==> src/rtl/uart_pkg.sv <==
// rtl/uart_pkg.sv - shared UART definitions used by the receiver and transmitter
package uart_pkg;

    localparam int UART_DATA_WIDTH = 8;

    localparam logic PAR_EVEN = 1'b0;
    localparam logic PAR_ODD  = 1'b1;

    typedef enum logic [2:0] {
        ST_IDLE   = 3'd0,
        ST_START  = 3'd1,
        ST_DATA   = 3'd2,
        ST_PARITY = 3'd3,
        ST_STOP   = 3'd4
    } uart_state_e;

    function automatic logic majority3(input logic a, input logic b, input logic c);
        return (a & b) | (a & c) | (b & c);
    endfunction

endpackage

==> src/rtl/uart_rx_sampler.sv <==
// rtl/uart_rx_sampler.sv - rx line synchroniser and three-sample majority vote
module uart_rx_sampler
    import uart_pkg::*;
#(
    parameter int PRESCALE_W = 6
) (
    input  logic                  clk_i,
    input  logic                  rst_ni,
    input  logic                  rx_in_i,
    input  logic [PRESCALE_W-1:0] edge_cnt_i,
    input  logic [PRESCALE_W-1:0] half_prescale_i,
    output logic                  rx_s_o,
    output logic                  sampled_bit_o,
    output logic                  vote_done_o
);

    logic                  sync1_q;
    logic                  rx_s_q;
    logic                  s0_q;
    logic                  s1_q;
    logic                  bit_q;
    logic                  done_q;
    logic [PRESCALE_W-1:0] half_m1;
    logic [PRESCALE_W-1:0] half_p1;

    assign half_m1 = half_prescale_i - PRESCALE_W'(1);
    assign half_p1 = half_prescale_i + PRESCALE_W'(1);

    // Third sample is taken live from rx_s in the same cycle the vote is registered.
    always_ff @(posedge clk_i or negedge rst_ni) begin
        if (!rst_ni) begin
            sync1_q <= 1'b1;
            rx_s_q  <= 1'b1;
            s0_q    <= 1'b1;
            s1_q    <= 1'b1;
            bit_q   <= 1'b1;
            done_q  <= 1'b0;
        end else begin
            sync1_q <= rx_in_i;
            rx_s_q  <= sync1_q;
            done_q  <= 1'b0;
            if (edge_cnt_i == half_m1) begin
                s0_q <= rx_s_q;
            end
            if (edge_cnt_i == half_prescale_i) begin
                s1_q <= rx_s_q;
            end
            if (edge_cnt_i == half_p1) begin
                bit_q  <= majority3(s0_q, s1_q, rx_s_q);
                done_q <= 1'b1;
            end
        end
    end

    assign rx_s_o        = rx_s_q;
    assign sampled_bit_o = bit_q;
    assign vote_done_o   = done_q;

endmodule

==> src/rtl/uart_rx.sv <==
// rtl/uart_rx.sv - oversampling UART receiver with parity and stop checking
module uart_rx
    import uart_pkg::*;
#(
    parameter int DATA_WIDTH = UART_DATA_WIDTH,
    parameter int PRESCALE_W = 6
) (
    input  logic                  clk_i,
    input  logic                  rst_ni,
    input  logic                  rx_in_i,
    input  logic                  par_en_i,
    input  logic                  par_typ_i,
    input  logic [PRESCALE_W-1:0] prescale_i,
    output logic [DATA_WIDTH-1:0] p_data_o,
    output logic                  data_valid_o,
    output logic                  par_err_o,
    output logic                  stop_err_o,
    output logic                  busy_o
);

    localparam int BIT_W = (DATA_WIDTH > 1) ? $clog2(DATA_WIDTH) : 1;
    localparam logic [BIT_W-1:0] LAST_BIT = BIT_W'(DATA_WIDTH - 1);

    uart_state_e           state_q;
    logic [PRESCALE_W-1:0] edge_cnt_q;
    logic [PRESCALE_W-1:0] edge_cnt_d;
    logic [PRESCALE_W-1:0] prescale_q;
    logic [PRESCALE_W-1:0] half_prescale;
    logic [BIT_W-1:0]      bit_cnt_q;
    logic [DATA_WIDTH-1:0] shift_q;
    logic [DATA_WIDTH-1:0] p_data_q;
    logic                  par_en_q;
    logic                  par_typ_q;
    logic                  par_flag_q;
    logic                  data_valid_q;
    logic                  par_err_q;
    logic                  stop_err_q;
    logic                  busy_q;
    logic                  edge_last;
    logic                  exp_par;
    logic                  rx_s;
    logic                  sampled_bit;
    logic                  vote_done;

    uart_rx_sampler #(
        .PRESCALE_W (PRESCALE_W)
    ) u_sampler (
        .clk_i           (clk_i),
        .rst_ni          (rst_ni),
        .rx_in_i         (rx_in_i),
        .edge_cnt_i      (edge_cnt_q),
        .half_prescale_i (half_prescale),
        .rx_s_o          (rx_s),
        .sampled_bit_o   (sampled_bit),
        .vote_done_o     (vote_done)
    );

    assign half_prescale = prescale_q >> 1;
    assign edge_last     = (edge_cnt_q == (prescale_q - PRESCALE_W'(1)));
    assign exp_par       = (^shift_q) ^ (par_typ_q == PAR_ODD);
    assign edge_cnt_d    = ((state_q == ST_IDLE) || edge_last) ? '0
                                                               : edge_cnt_q + PRESCALE_W'(1);

    // Every exit to IDLE clears edge_cnt so a start edge seen in that IDLE cycle begins at 0.
    always_ff @(posedge clk_i or negedge rst_ni) begin
        if (!rst_ni) begin
            state_q      <= ST_IDLE;
            edge_cnt_q   <= '0;
            prescale_q   <= '0;
            bit_cnt_q    <= '0;
            shift_q      <= '0;
            p_data_q     <= '0;
            par_en_q     <= 1'b0;
            par_typ_q    <= 1'b0;
            par_flag_q   <= 1'b0;
            data_valid_q <= 1'b0;
            par_err_q    <= 1'b0;
            stop_err_q   <= 1'b0;
            busy_q       <= 1'b0;
        end else begin
            data_valid_q <= 1'b0;
            par_err_q    <= 1'b0;
            stop_err_q   <= 1'b0;
            edge_cnt_q   <= edge_cnt_d;
            case (state_q)
                ST_IDLE: begin
                    if (!rx_s) begin
                        state_q    <= ST_START;
                        busy_q     <= 1'b1;
                        par_en_q   <= par_en_i;
                        par_typ_q  <= par_typ_i;
                        prescale_q <= prescale_i;
                        par_flag_q <= 1'b0;
                        bit_cnt_q  <= '0;
                    end
                end
                ST_START: begin
                    if (vote_done && sampled_bit) begin
                        state_q    <= ST_IDLE;
                        busy_q     <= 1'b0;
                        edge_cnt_q <= '0;
                    end else if (edge_last) begin
                        state_q <= ST_DATA;
                    end
                end
                ST_DATA: begin
                    if (vote_done) begin
                        shift_q[bit_cnt_q] <= sampled_bit;
                    end
                    if (edge_last) begin
                        if (bit_cnt_q == LAST_BIT) begin
                            state_q <= par_en_q ? ST_PARITY : ST_STOP;
                        end else begin
                            bit_cnt_q <= bit_cnt_q + BIT_W'(1);
                        end
                    end
                end
                ST_PARITY: begin
                    if (vote_done && (sampled_bit != exp_par)) begin
                        par_flag_q <= 1'b1;
                    end
                    if (edge_last) begin
                        state_q <= ST_STOP;
                    end
                end
                ST_STOP: begin
                    if (vote_done) begin
                        state_q    <= ST_IDLE;
                        busy_q     <= 1'b0;
                        edge_cnt_q <= '0;
                        if (!sampled_bit) begin
                            stop_err_q <= 1'b1;
                        end else if (par_flag_q) begin
                            par_err_q <= 1'b1;
                        end else begin
                            p_data_q     <= shift_q;
                            data_valid_q <= 1'b1;
                        end
                    end else if (edge_last) begin
                        // Only reachable with a prescale too small to ever vote.
                        state_q    <= ST_IDLE;
                        busy_q     <= 1'b0;
                        edge_cnt_q <= '0;
                    end
                end
                default: begin
                    state_q    <= ST_IDLE;
                    busy_q     <= 1'b0;
                    edge_cnt_q <= '0;
                end
            endcase
        end
    end

    assign p_data_o     = p_data_q;
    assign data_valid_o = data_valid_q;
    assign par_err_o    = par_err_q;
    assign stop_err_o   = stop_err_q;
    assign busy_o       = busy_q;

endmodule

==> config.mk <==
export PLATFORM = sky130hd
export DESIGN_NAME = uart_rx
export DESIGN_NICKNAME = d
export VERILOG_FILES = /design/src/rtl/uart_pkg.sv /design/src/rtl/uart_rx_sampler.sv /design/src/rtl/uart_rx.sv
export SDC_FILE = /design/constraint.sdc
export NUM_CORES = 1
export LEC_CHECK = 0
export CORE_MARGIN = 2
export CORE_UTILIZATION = 50
export CTS_CLUSTER_DIAMETER = 50
export DETAILED_ROUTE_END_ITERATION = 8
export PLACE_DENSITY = 0.82
export SYNTH_ARGS = -nofsm -noshare
export SYNTH_HDL_FRONTEND = slang
export SYNTH_SLANG_ARGS = --single-unit
==> constraint.sdc <==
create_clock -name clk_i -period 2.1 [get_ports clk_i]
set_input_delay 0.42 -clock clk_i [delete_from_list [all_inputs] [get_ports clk_i]]
set_output_delay 0.42 -clock clk_i [all_outputs]
set_load 0.02 [all_outputs]
# ---- Word-level counts from Yosys, hierarchy flattened
# Index checks and enable logic that the tools add are counted.
# W data, S select, Z words.
dict set report word_totals {
  regBits 47
  latchBits 0
  ram_bits 0
  mem_bits_ro 0
  inputBits 11
  output_inout_bits 12
  wordCells 113
  mem_count 0
}
dict set report classes {
  add_sub_neg 5
  multipliers 0
  n_div 0
  magnitude_cmp 2
  n_eq_ne 19
  shift 0
  muxes 42
  bitwise_logic 9
  n_reduce_logical 17
}
# op n
set op_table {}
lappend op_table {{$mux W3} 12}
lappend op_table {{$mux W6} 4}
lappend op_table {{$mux W1} 19}
lappend op_table {{$eq A6 B6 Y1} 3}
lappend op_table {{$pmux W6 S3} 1}
lappend op_table {{$pmux W3 S5} 1}
lappend op_table {{$ne A2 B2 Y1 const B} 7}
lappend op_table {{$reduce_and A4 Y1} 3}
lappend op_table {{$bwmux W8} 1}
lappend op_table {{$reduce_xor A8 Y1} 1}
lappend op_table {{$add A5 B1 Y6 const B} 1}
lappend op_table {{$add A6 B1 Y6 const B} 1}
lappend op_table {{$eq A3 B2 Y1 const B} 2}
lappend op_table {{$eq A3 B3 Y1 const B} 2}
lappend op_table {{$eq A6 B5 Y1} 1}
lappend op_table {{$pmux W3 S2} 1}
lappend op_table {{$reduce_and A6 Y1} 1}
lappend op_table {{$sub A5 B1 Y6 const B} 1}
lappend op_table {{$sub A6 B1 Y6 const B} 1}
lappend op_table {{$lt A3 B4 Y1 const B} 1}
lappend op_table {{$pmux W1 S4} 1}
lappend op_table {{$reduce_and A2 Y1} 2}
lappend op_table {{$reduce_bool A2 Y1} 2}
lappend op_table {{$add A3 B1 Y3 const B} 1}
lappend op_table {{other kinds (17)} 24}

# ---- Longest topological paths before layout
dict set report logic_depth {
  word_depth 7
  depth_mapped 8
  depth_no_buf 7
}

# ---- Hierarchy
# Synthesis repeated with hierarchy kept, for this count alone.
dict set report unflattened {
  hier_cells 240
  area_unflattened_um2 2573.7
}
# mod instances cells_per_inst area_per_inst_um2 seq_area_each_um2
set modules_own_cells {}
lappend modules_own_cells {uart_rx 1 188 2064.5 1026.0}
lappend modules_own_cells {uart_rx_sampler 1 52 509.2 156.4}

# ---- Worst setup path before layout
# Ideal clock, no wire load.
dict set report synth_timing {
  path_kind {register to register}
  from {register prescale_q[2]}
  to {register bit_cnt_q[1]}
  setup_time_ns 0.126
  arrival_time_ns 1.986
  required_time_ns 1.974
  path_slack_ns -0.012
  path_stages_with_launch 9
  path_buffers 1
  period_less_slack_ns 2.112
  path_cell_list {dfrtp_1 -> buf_2 -> inv_1 -> ha_1 -> a21boi_0 -> xnor2_1 -> o211ai_1 -> or2_1 -> a221o_1}
}
dict set report synth_via {
  elab_chain_cells 4
}
# item line_no
set synth_rtl {}
lappend synth_rtl {{start: declaration} uart_rx.sv:27} ;# logic [PRESCALE_W-1:0] prescale_q;
lappend synth_rtl {{start signal: assignment} uart_rx.sv:92} ;# prescale_q <= prescale_i;
lappend synth_rtl {{$sub A6 B1 Y6} uart_rx.sv:59} ;# assign edge_last = (edge_cnt_q == (prescale_q - PRESCALE_W'(1)));
lappend synth_rtl {{$eq A6 B6 Y1} uart_rx.sv:59}
lappend synth_rtl {{$ne A2 B2 Y1 (no line)} -}
lappend synth_rtl {{$reduce_and A4 Y1 (no line)} -}
lappend synth_rtl {{end signal: assignment} uart_rx.sv:114} ;# bit_cnt_q <= bit_cnt_q + BIT_W'(1);
lappend synth_rtl {{end: declaration} uart_rx.sv:29} ;# logic [BIT_W-1:0] bit_cnt_q;
# Every way passes these cells.
# A chain may end at the register's enable or synchronous reset.

# ---- Final worst setup path
dict set report layout_timing {
  from {register prescale_q[1]}
  to {register bit_cnt_q[2]}
}
# The elaborated chain is that of the path after synthesis.

==> qor.txt <==
share of post-route cells with drive strength above 1 = 26.0%
H-tree levels = 2
final hold vios = 0
total number of vias = 1970
worst-skew pair later-pin latency = 0.30 ns
placer congestion estimate = 0.923
reg2reg setup slack = 0.06 ns
R2R Path End = bit_cnt_q[2]
r2r worst-path depth = 8
LEAKAGE = 1.36 nW
Yosys warnings = 0
Seq/Total Area, Yosys = 44.2%
drt pass-1 iters = 4
VDD IR max = 0.751 mV
row count = 26
synthesized instance count = 252
Routed WL per cell = 14.3 um
Top FF cell, synth = dfrtp_1
Via density = 5.50
number of global-route vias before repair = 1977
synthesized area = 2680 um2
Total GRT Usage = 18.8%
CTS tree = yes
WP data required = 2.29 ns
Post-route DRC = 0
worst hold-check path type = input port to asynchronous set/reset pin
status = finished, final reports clean
fillers = 440
Post-Route WL = 5120 um
Critical Path Source Type = register
Die Y = 77.2 um
post-synth top area share = 39.3%
Die W = 77.2 um
Crit. End Element = register
reg-to-reg startpoint = prescale_q[1]
ant diodes = 0
Syn Area/Cell = 10.6 um2
clk slew on worst S/H paths = 0.09 ns
Synth Net Count = 270
final setup fails = 0
max-cap violations = 0
DIE AREA = 5950 um2
core area = 5140 um2
initial antenna violation count = 0
CP arrival = 2.23 ns
CP max FO = 5
fmax = 0.491 GHz
Post-synth EDFFs = 0
Layout area overhead = 19.4%
largest cells by area after synthesis = dfrtp_1 39%, mux2_2 10%, xnor2_1 6.5%
clock skew = 0.00723 ns
DRT iter0 DRCs = 165
final net count = 305
Slew @ Worst Pin = 0.459 ns
global route overflow = 0
Power Dens Cells = 1220 nW/um2
CP Class = register to register
largest net degree at the start of global routing = 48
first-pass GRT wire length = 9090 um
clock root cell = clkbuf_8
async set-reset flop share out of synthesis = 100%
crit share post-route = 97.0%
Pwr Total = 3.89 mW
post-DP HPWL = 3590 um
CTS Sinks = 47
synth unique cells = 50
Starting Density = 52.1%
Worst Setup SP = prescale_q[1]
max-slew headroom at the worst pin = 69.3%
area leader, netlist = dfrtp_1
Critical Path End = bit_cnt_q[2]
Clock Tree Buf Depth = 2
Detail Route Antenna Nets = 0
hold slack = 0.0823 ns
Seq cells post-synth = 47
Period minus WS final = 2.04 ns
PortBufs = 22
max-slew violations = 0
IO Pins = 23
CTS Buf Count = 5
-- flip-flops by register name, summed over array words and instances, names as in the netlist --
signal                   flops
par_err_o                    1
u_sampler.sync1_q            1
p_data_o                     8
prescale_q                   6
busy_o                       1
state_q                      3
u_sampler.s1_q               1
bit_cnt_q                    3
u_sampler.sampled_bit_o      1
u_sampler.rx_s_o             1
stop_err_o                   1
u_sampler.vote_done_o        1
edge_cnt_q                   6
par_typ_q                    1
shift_q                      8
par_flag_q                   1
par_en_q                     1
u_sampler.s0_q               1
data_valid_o                 1
-- worst min-delay path by stage --
stage | end | start | slack [ns]
floorplan | bit_cnt_q[0] | rst_ni | 0.12
global placement | u_sampler.rx_s_o | u_sampler.sync1_q | 0.35
detailed placement | u_sampler.rx_s_o | u_sampler.sync1_q | 0.35
CTS | p_data_o[2] | rst_ni | 0.09
global route | prescale_q[5] | rst_ni | 0.10
finish | par_err_o | rst_ni | 0.08
-- cell usage after synthesis (5+ instances only) --
| cell | instances |
|---|---|
| nand3_1 | 8 |
| xor2_1 | 10 |
| dfstp_2 | 5 |
| o211ai_1 | 6 |
| ha_1 | 7 |
| xnor2_1 | 20 |
| inv_1 | 9 |
| o21ai_0 | 8 |
| mux2_2 | 24 |
| buf_2 | 6 |
| nor2b_1 | 5 |
| nor2_1 | 17 |
| dfrtp_1 | 42 |
| nor3_1 | 9 |
| nand2_1 | 19 |
-- kinds of logic (layout without fill, tap and decap cells) --
group           count (synthesis)  after routing  share of synthesized area (%)
simple gates                   84             84                           18.0
buf+inv                        23             59                           4.35
xor+xnor                       31             31                           10.8
flops                          47             47                           44.2
compound gates                 33             33                           8.09
fa+ha+maj                       8              8                           3.65
mux                            26             26                           10.9
-- where the power goes --
part           internal, mW  switching [mW]
Clock                 0.240           0.321
Sequential             1.12           0.310
Combinational         0.958           0.947
-- stage by stage --
step	utilization (%)	setup TNS (ns)	setup WS, ns	area (um2)	cells
2_1_floorplan	-	0	0.0296	2680	252
3_3_place_gp	59.2	-0.00135	-0.00135	3040	347
3_5_place_dp	59.2	-0.0348	-0.0285	3040	347
4_1_cts	61.1	0	0.00273	3140	355
5_1_grt	62.2	-0.164	-0.0540	3200	358
6_report	62.2	0	0.0627	3200	358
-- worst max-delay path: stages, from the launching register on --
cell and delay, ns:
dfrtp_1 0.40, inv_2 0.09, ha_2 0.20, nor3b_4 0.19, a21oi_1 0.11, o211ai_1 0.39, buf_4 0.18, nor3_1 0.04
a311o_1 0.32
-- layout make-up --
| class | count | area [um2] | area share [%] |
|---|---|---|---|
| clock buffers | 6 | 72.6 | 2.27 |
| flip-flops and latches | 47 | 1180 | 37.1 |
| well taps | 70 | 87.6 | 2.74 |
| inverters | 9 | 33.8 | 1.06 |
| multi-input cells | 182 | 1420 | 44.5 |
| clock inverters | 2 | 16.3 | 0.509 |
| repair buffers | 42 | 378 | 11.8 |
-- placed cells by master, fill, tap and decap left out, types with 6 or more instances in the layout --
| master | n |
|---|---|
| ha_1 | 6 |
| nor3_1 | 9 |
| nor2_1 | 17 |
| inv_1 | 7 |
| xnor2_1 | 19 |
| o21ai_0 | 7 |
| o211ai_1 | 6 |
| clkdlybuf4s50_1 | 21 |
| xor2_1 | 10 |
| nand3_1 | 8 |
| dfrtp_1 | 40 |
| mux2_2 | 24 |
| buf_4 | 19 |
| nand2_1 | 19 |
-- per-layer routing --
layer,vias up,routed length (um),share of wire (%),global-route usage [%]
li1,948,-,-,-
met1,964,2400,47,25.5
met2,46,2410,47,30.0
met3,12,213,4.2,3.88
met4,0,99,1.9,6.61
met5,-,0,0,0
-- repair_timing --
item | 4_1_cts | 5_1_grt
resized for setup | 2 | 11
setup endpoints to repair | 3 | 11
buffers inserted | 0 | 3
gates cloned | 0 | 0
pin swaps | 0 | 3
hold buffers | 0 | 0
Power figures use the tool's default switching activity.
